==> config.mk <==
export PLATFORM = sky130hd
export DESIGN_NAME = dac_gate_meas
export DESIGN_NICKNAME = d
export VERILOG_FILES = /design/src/rtl/dac_gate_meas.sv
export SDC_FILE = /design/constraint.sdc
export NUM_CORES = 1
export LEC_CHECK = 0
export BUFFER_PORTS_ARGS = -buffer_cell sky130_fd_sc_hd__buf_2
export CAP_MARGIN = 20
export CORE_ASPECT_RATIO = 1.5
export CORE_MARGIN = 2
export CORE_UTILIZATION = 57
export DETAILED_ROUTE_END_ITERATION = 8
export PLACE_DENSITY_LB_ADDON = 0.1
export REMOVE_ABC_BUFFERS = 1
export SLEW_MARGIN = 20
export SYNTH_ARGS = -nofsm -noshare
export SYNTH_HDL_FRONTEND = slang
export SYNTH_SLANG_ARGS = --single-unit
==> constraint.sdc <==
create_clock -name clk -period 2.6 [get_ports clk]
set_input_delay 0.13 -clock clk [delete_from_list [all_inputs] [get_ports clk]]
set_output_delay 0.13 -clock clk [all_outputs]
set_load 0.03 [all_outputs]
==> src/rtl/dac_gate_meas.sv <==
// dac_gate_meas: receive-side monitor for the triggered DAC clock gate.
// Mirrors the generator's elapsed counter, measures the trigger-to-gate delay
// and the gate width for every trigger, and keeps sticky error flags for the
// register bank (diagnostics and interlock).
module dac_gate_meas #(
  parameter int CNT_W     = 11,
  parameter int TIMEOUT   = 1000,
  parameter int EXP_WIDTH = 711,
  parameter int WIDTH_TOL = 2
) (
  input  logic             clk,
  input  logic             reset,
  input  logic             trig,
  input  logic             gate_in,
  input  logic [CNT_W-1:0] exp_dly,
  input  logic             err_clr,
  output logic             busy,
  output logic             meas_valid,
  output logic [CNT_W-1:0] meas_dly,
  output logic [CNT_W-1:0] meas_width,
  output logic             err_no_gate,
  output logic             err_dly,
  output logic             err_width,
  output logic             err_retrig,
  output logic [15:0]      trig_cnt
);

  typedef enum logic [2:0] {
    IDLE      = 3'd0,
    ARM       = 3'd1,
    WAIT_RISE = 3'd2,
    HIGH      = 3'd3,
    DONE      = 3'd4
  } state_t;

  localparam logic [CNT_W-1:0]        TIMEOUT_C = CNT_W'(TIMEOUT);
  localparam logic [CNT_W-1:0]        WIDTH_MAX = '1;
  localparam logic signed [CNT_W:0]   EXP_W_S   = (CNT_W+1)'(EXP_WIDTH);
  localparam logic signed [CNT_W:0]   TOL_S     = (CNT_W+1)'(WIDTH_TOL);

  state_t           state_reg;
  logic [CNT_W-1:0] elapsed_reg;
  logic [CNT_W-1:0] dly_cap_reg;   // delay of the measurement in progress
  logic [CNT_W-1:0] width_reg;     // gate-high samples counted so far
  logic             no_gate_reg;   // last published result was a no-gate timeout

  logic [CNT_W-1:0]      width_inc;
  logic signed [CNT_W:0] width_dev;
  logic                  width_bad;
  logic                  dly_bad;
  logic                  at_timeout;

  assign at_timeout = (elapsed_reg == TIMEOUT_C);
  assign width_inc  = (width_reg == WIDTH_MAX) ? width_reg : width_reg + 1'b1;

  // Deviation of the published width from nominal, one extra bit so the
  // difference is signed and cannot wrap.
  assign width_dev = $signed({1'b0, meas_width}) - EXP_W_S;
  assign width_bad = (width_dev > TOL_S) || (width_dev < -TOL_S);
  assign dly_bad   = (meas_dly != exp_dly);

  assign busy = (state_reg == WAIT_RISE) || (state_reg == HIGH);

  // Elapsed counter identical to the generator: cleared by trig, saturates at TIMEOUT.
  always_ff @(posedge clk) begin
    if (!reset) begin
      elapsed_reg <= '0;
    end else if (trig) begin
      elapsed_reg <= '0;
    end else if (!at_timeout) begin
      elapsed_reg <= elapsed_reg + 1'b1;
    end
  end

  // Measurement FSM with registered results, sticky flags and trigger count.
  always_ff @(posedge clk) begin
    if (!reset) begin
      state_reg   <= IDLE;
      dly_cap_reg <= '0;
      width_reg   <= '0;
      no_gate_reg <= 1'b0;
      meas_valid  <= 1'b0;
      meas_dly    <= '0;
      meas_width  <= '0;
      err_no_gate <= 1'b0;
      err_dly     <= 1'b0;
      err_width   <= 1'b0;
      err_retrig  <= 1'b0;
      trig_cnt    <= '0;
    end else begin
      meas_valid <= 1'b0;

      // Clear first so that a set later in this block takes priority.
      if (err_clr) begin
        err_no_gate <= 1'b0;
        err_dly     <= 1'b0;
        err_width   <= 1'b0;
        err_retrig  <= 1'b0;
      end

      case (state_reg)
        IDLE: begin
          if (trig) begin
            state_reg <= ARM;
            trig_cnt  <= trig_cnt + 16'd1;
          end
        end

        ARM: begin
          // Last ARM cycle is the elapsed==0 sample: catches a zero start delay.
          if (!trig) begin
            if (gate_in) begin
              dly_cap_reg <= '0;
              width_reg   <= {{(CNT_W-1){1'b0}}, 1'b1};
              state_reg   <= HIGH;
            end else begin
              state_reg <= WAIT_RISE;
            end
          end
        end

        WAIT_RISE: begin
          if (trig) begin
            err_retrig <= 1'b1;
            trig_cnt   <= trig_cnt + 16'd1;
            state_reg  <= ARM;
          end else if (gate_in) begin
            dly_cap_reg <= elapsed_reg;
            width_reg   <= {{(CNT_W-1){1'b0}}, 1'b1};
            state_reg   <= HIGH;
          end else if (at_timeout) begin
            err_no_gate <= 1'b1;
            meas_dly    <= TIMEOUT_C;
            meas_width  <= '0;
            no_gate_reg <= 1'b1;
            meas_valid  <= 1'b1;
            state_reg   <= DONE;
          end
        end

        HIGH: begin
          if (trig) begin
            err_retrig <= 1'b1;
            trig_cnt   <= trig_cnt + 16'd1;
            state_reg  <= ARM;
          end else if (!gate_in) begin
            meas_dly    <= dly_cap_reg;
            meas_width  <= width_reg;
            no_gate_reg <= 1'b0;
            meas_valid  <= 1'b1;
            state_reg   <= DONE;
          end else if (at_timeout) begin
            // Gate stuck high: the current high sample is included in the width.
            meas_dly    <= dly_cap_reg;
            meas_width  <= width_inc;
            err_width   <= 1'b1;
            no_gate_reg <= 1'b0;
            meas_valid  <= 1'b1;
            state_reg   <= DONE;
          end else begin
            width_reg <= width_inc;
          end
        end

        DONE: begin
          // A no-gate timeout has no meaningful delay to compare.
          if (!no_gate_reg && dly_bad) begin
            err_dly <= 1'b1;
          end
          if (width_bad) begin
            err_width <= 1'b1;
          end
          if (trig) begin
            state_reg <= ARM;
            trig_cnt  <= trig_cnt + 16'd1;
          end else begin
            state_reg <= IDLE;
          end
        end

        default: state_reg <= IDLE;
      endcase
    end
  end

endmodule

==> results.py <==
metrics = {
    "run_status": {
        "status": "completed",
    },
    "finish": {
        "regMostFlops": "trig_cnt",
        "multi_input_area_um2": 2270,
        "drive_gt1_frac": 0.199,
        "seqCellArea_um2": 1600,
        "diodes": 0,
        "fin_nets": 549,
        "fillers": 603,
        "largest_reg_flops": 16,
        "area_growth_pct": 13.1,
    },
    "critical_path": {
        "rr_startpoint": "elapsed_reg[0]$_SDFFE_PP0N_",
        "cp-end-kind": "register",
        "critPathLaunch": "elapsed_reg[0]$_SDFFE_PP0N_",
        "path_delay_family": "simple AND/OR/NAND/NOR gates",
        "crit_chain": "inv_1, ha_1, nand4b_1, or4_1, or3_4, nand2_1, o221a_2",
        "slowest_delay_ps": 640,
        "crit_buf_inv": 1,
        "arrival_ps": 2690,
        "crit_fanout": 10,
        "critPathSlowestCell": "or4_1",
        "crit_required_ps": 2910,
        "start_kind": "register",
        "crit_type": "reg2reg",
    },
    "timing": {
        "fin_skew_ps": 9.46,
        "setup_violations": 0,
        "period_share": 0.917,
        "hold_viol": 0,
        "post-route-min-period_ps": 2380,
        "setup_tns_ps": 0,
        "relSlewSlack": 0.560,
        "worstMarginPinSlew_ps": 654,
        "grt_setup_unrepaired": "no",
        "fmax_ghz": 0.420,
        "slew_violations": 0,
        "final.setup.worst_slack_ps": 217,
    },
    "cts": {
        "clock-sinks": 80,
        "postCtsHoldBufs": 0,
        "cts_root_buffer": "clkbuf_8",
        "cts_buffers": 9,
        "cts_resized": 0,
        "cts_max_path_buffers": 2,
        "clkLatencyLatePin_ps": 360,
        "cts.clk_slew.worst_paths_ps": 80,
        "cts_tree": "done",
        "cts_setup_buffers": 0,
        "htree_levels": 3,
    },
    "placed_design": {
        "pre_cts_slack_ps": 238,
        "io_buffer_count": 59,
        "place_hpwl_um": 7210,
        "gp_congestion": 0.857,
    },
    "synth": {
        "seq_area_frac_synth": 0.397,
        "async_reset_ff_frac": 0,
        "postSynthAreaPerCell_um2": 8.52,
        "ys_warn_count": 0,
        "synth_common_cells": "80 x dfxtp_1, 51 x nor2_1, 30 x a21oi_1",
        "ys_top_cells_by_area": "dfxtp_1 40%, xnor2_1 5.0%, nor2_1 4.7%, a21oi_1 3.7%, nand3_1 3.6%",
        "synth_top_cell_by_area": "dfxtp_1",
        "ys.flop_type": "dfxtp_1",
        "synth-edff-count": 0,
        "syn_area_um2": 4040,
        "synth.most_common_cell": "dfxtp_1",
        "syn_inst": 474,
        "synth.distinct_cells": 60,
        "ys_ff_latch": 80,
        "synth_top_area_share": 0.397,
    },
    "drt": {
        "first_pass_iters": 4,
        "drt_iter0_drc": 195,
        "avgRoutedWirePerCell_um": 16.1,
        "vias_per_cell": 6.07,
        "num_vias": 3701,
        "finalWirelength_um": 9830,
        "drc": 0,
        "ant_nets": 0,
    },
    "global_route": {
        "antenna_found_initial": 0,
        "grt_max_degree": 45,
        "grt_pass1_wl_um": 16100,
        "track_usage": 0.264,
        "grt_overflow": 0,
        "grt_pass1_vias": 3429,
    },
    "power": {
        "swShare": 0.242,
        "vdd_drop_max_mv": 0.509,
        "cellLeakagePower_nw": 1.74,
        "internal_power_w": 0.00171,
        "p_seq_frac": 0.554,
        "p_total_w": 0.00225,
        "switchingPower_w": 0.000545,
        "powerDensity_nw_per_um2": 493,
        "pwr-share-clk": 0.386,
        "combPwrFrac": 0.060,
    },
    "floorplanning": {
        "die_h_um": 107,
        "die-area_um2": 7790,
        "ios": 60,
        "start_util": 0.589,
        "core_um2": 6850,
        "num_rows": 37,
        "die_w_um": 72.7,
    },
    "worst_hold_path": {
        "hold_path.class": "in2reg",
        "min_from": "trig",
    },
    "flow_run": {
        "cap_violations": 0,
    },
}
==> worst reg2reg max path: stages, from the launching register on <==
cell and delay [ps]:
dfxtp_1 340, inv_1 100, ha_1 150, nand4b_1 150, or4_1 640, or3_4 440, nand2_1 260, o221a_2 250
==> kinds of logic (layout without fill, tap and decap cells) <==
kind of cell | after synthesis | count (layout) | synth area share
buf+inv | 38 | 96 | 0.0400
simple gates | 194 | 194 | 0.254
fa+ha+maj | 6 | 6 | 0.0186
mux | 8 | 8 | 0.0201
xor+xnor | 35 | 35 | 0.0759
compound gates | 113 | 113 | 0.195
flops | 80 | 80 | 0.397
==> placed cells by master (no fill, tap or decap), types with 7 or more instances in the layout <==
cell	count
xor2_1	12
a21oi_1	30
nand3_1	29
mux2i_1	7
inv_1	12
nor3_1	17
clkbuf_8	12
a22oi_1	11
or3_1	8
nor2_1	51
nand2b_1	7
and3_1	7
buf_2	59
buf_4	9
nand2_1	26
a31oi_1	9
nand4_1	7
dfxtp_1	80
xnor2_1	23
o21ai_0	19
==> power by group through the flow <==
stage	Clock, W	Combinational (W)	Sequential [W]
6_report	0.000869	0.000134	0.00125
5_1_grt	0.000924	0.000147	0.00125
4_1_cts	0.000878	0.000135	0.00125
3_5_place_dp	0	0.000134	0.00128
3_3_place_gp	0	0.000132	0.00128
2_1_floorplan	0	0.0000711	0.00128
==> final timing paths <==
check | end | slack, ps | depth (start not counted)
worst max-delay path | meas_dly[5]$_SDFFE_PN0P_ | 220 | 7
worst min-delay path | err_retrig$_SDFF_PN0_ | 120 | 3
worst max register to register | meas_dly[5]$_SDFFE_PN0P_ | 220 | 7
worst min register to register | meas_dly[2]$_SDFFE_PN0P_ | 470 | 2
==> final cells by class <==
class	count	area share
well taps	78	0.0214
flip-flops and latches	80	0.351
inverters	12	0.00986
repair buffers	68	0.0795
clock inverters	2	0.00274
clock buffers	14	0.0378
multi-input cells	356	0.498
==> per-layer routing <==
layer,GRT usage,up-vias,routed length [um]
met3,0.0461,25,350
met5,0,-,0
li1,-,1832,-
met2,0.460,79,5100
met4,0.135,0,349
met1,0.301,1765,4030
==> metrics by stage <==
stage	cell area, um^2	util	hold slack [ps]	cells
floorplan	3920	-	244	448
global placement	4380	0.640	448	594
detailed placement	4380	0.640	458	594
CTS	4570	0.667	114	610
global route	4570	0.667	146	610
finish	4570	0.667	124	610
Note: power is estimated with default switching activity, not from simulation.
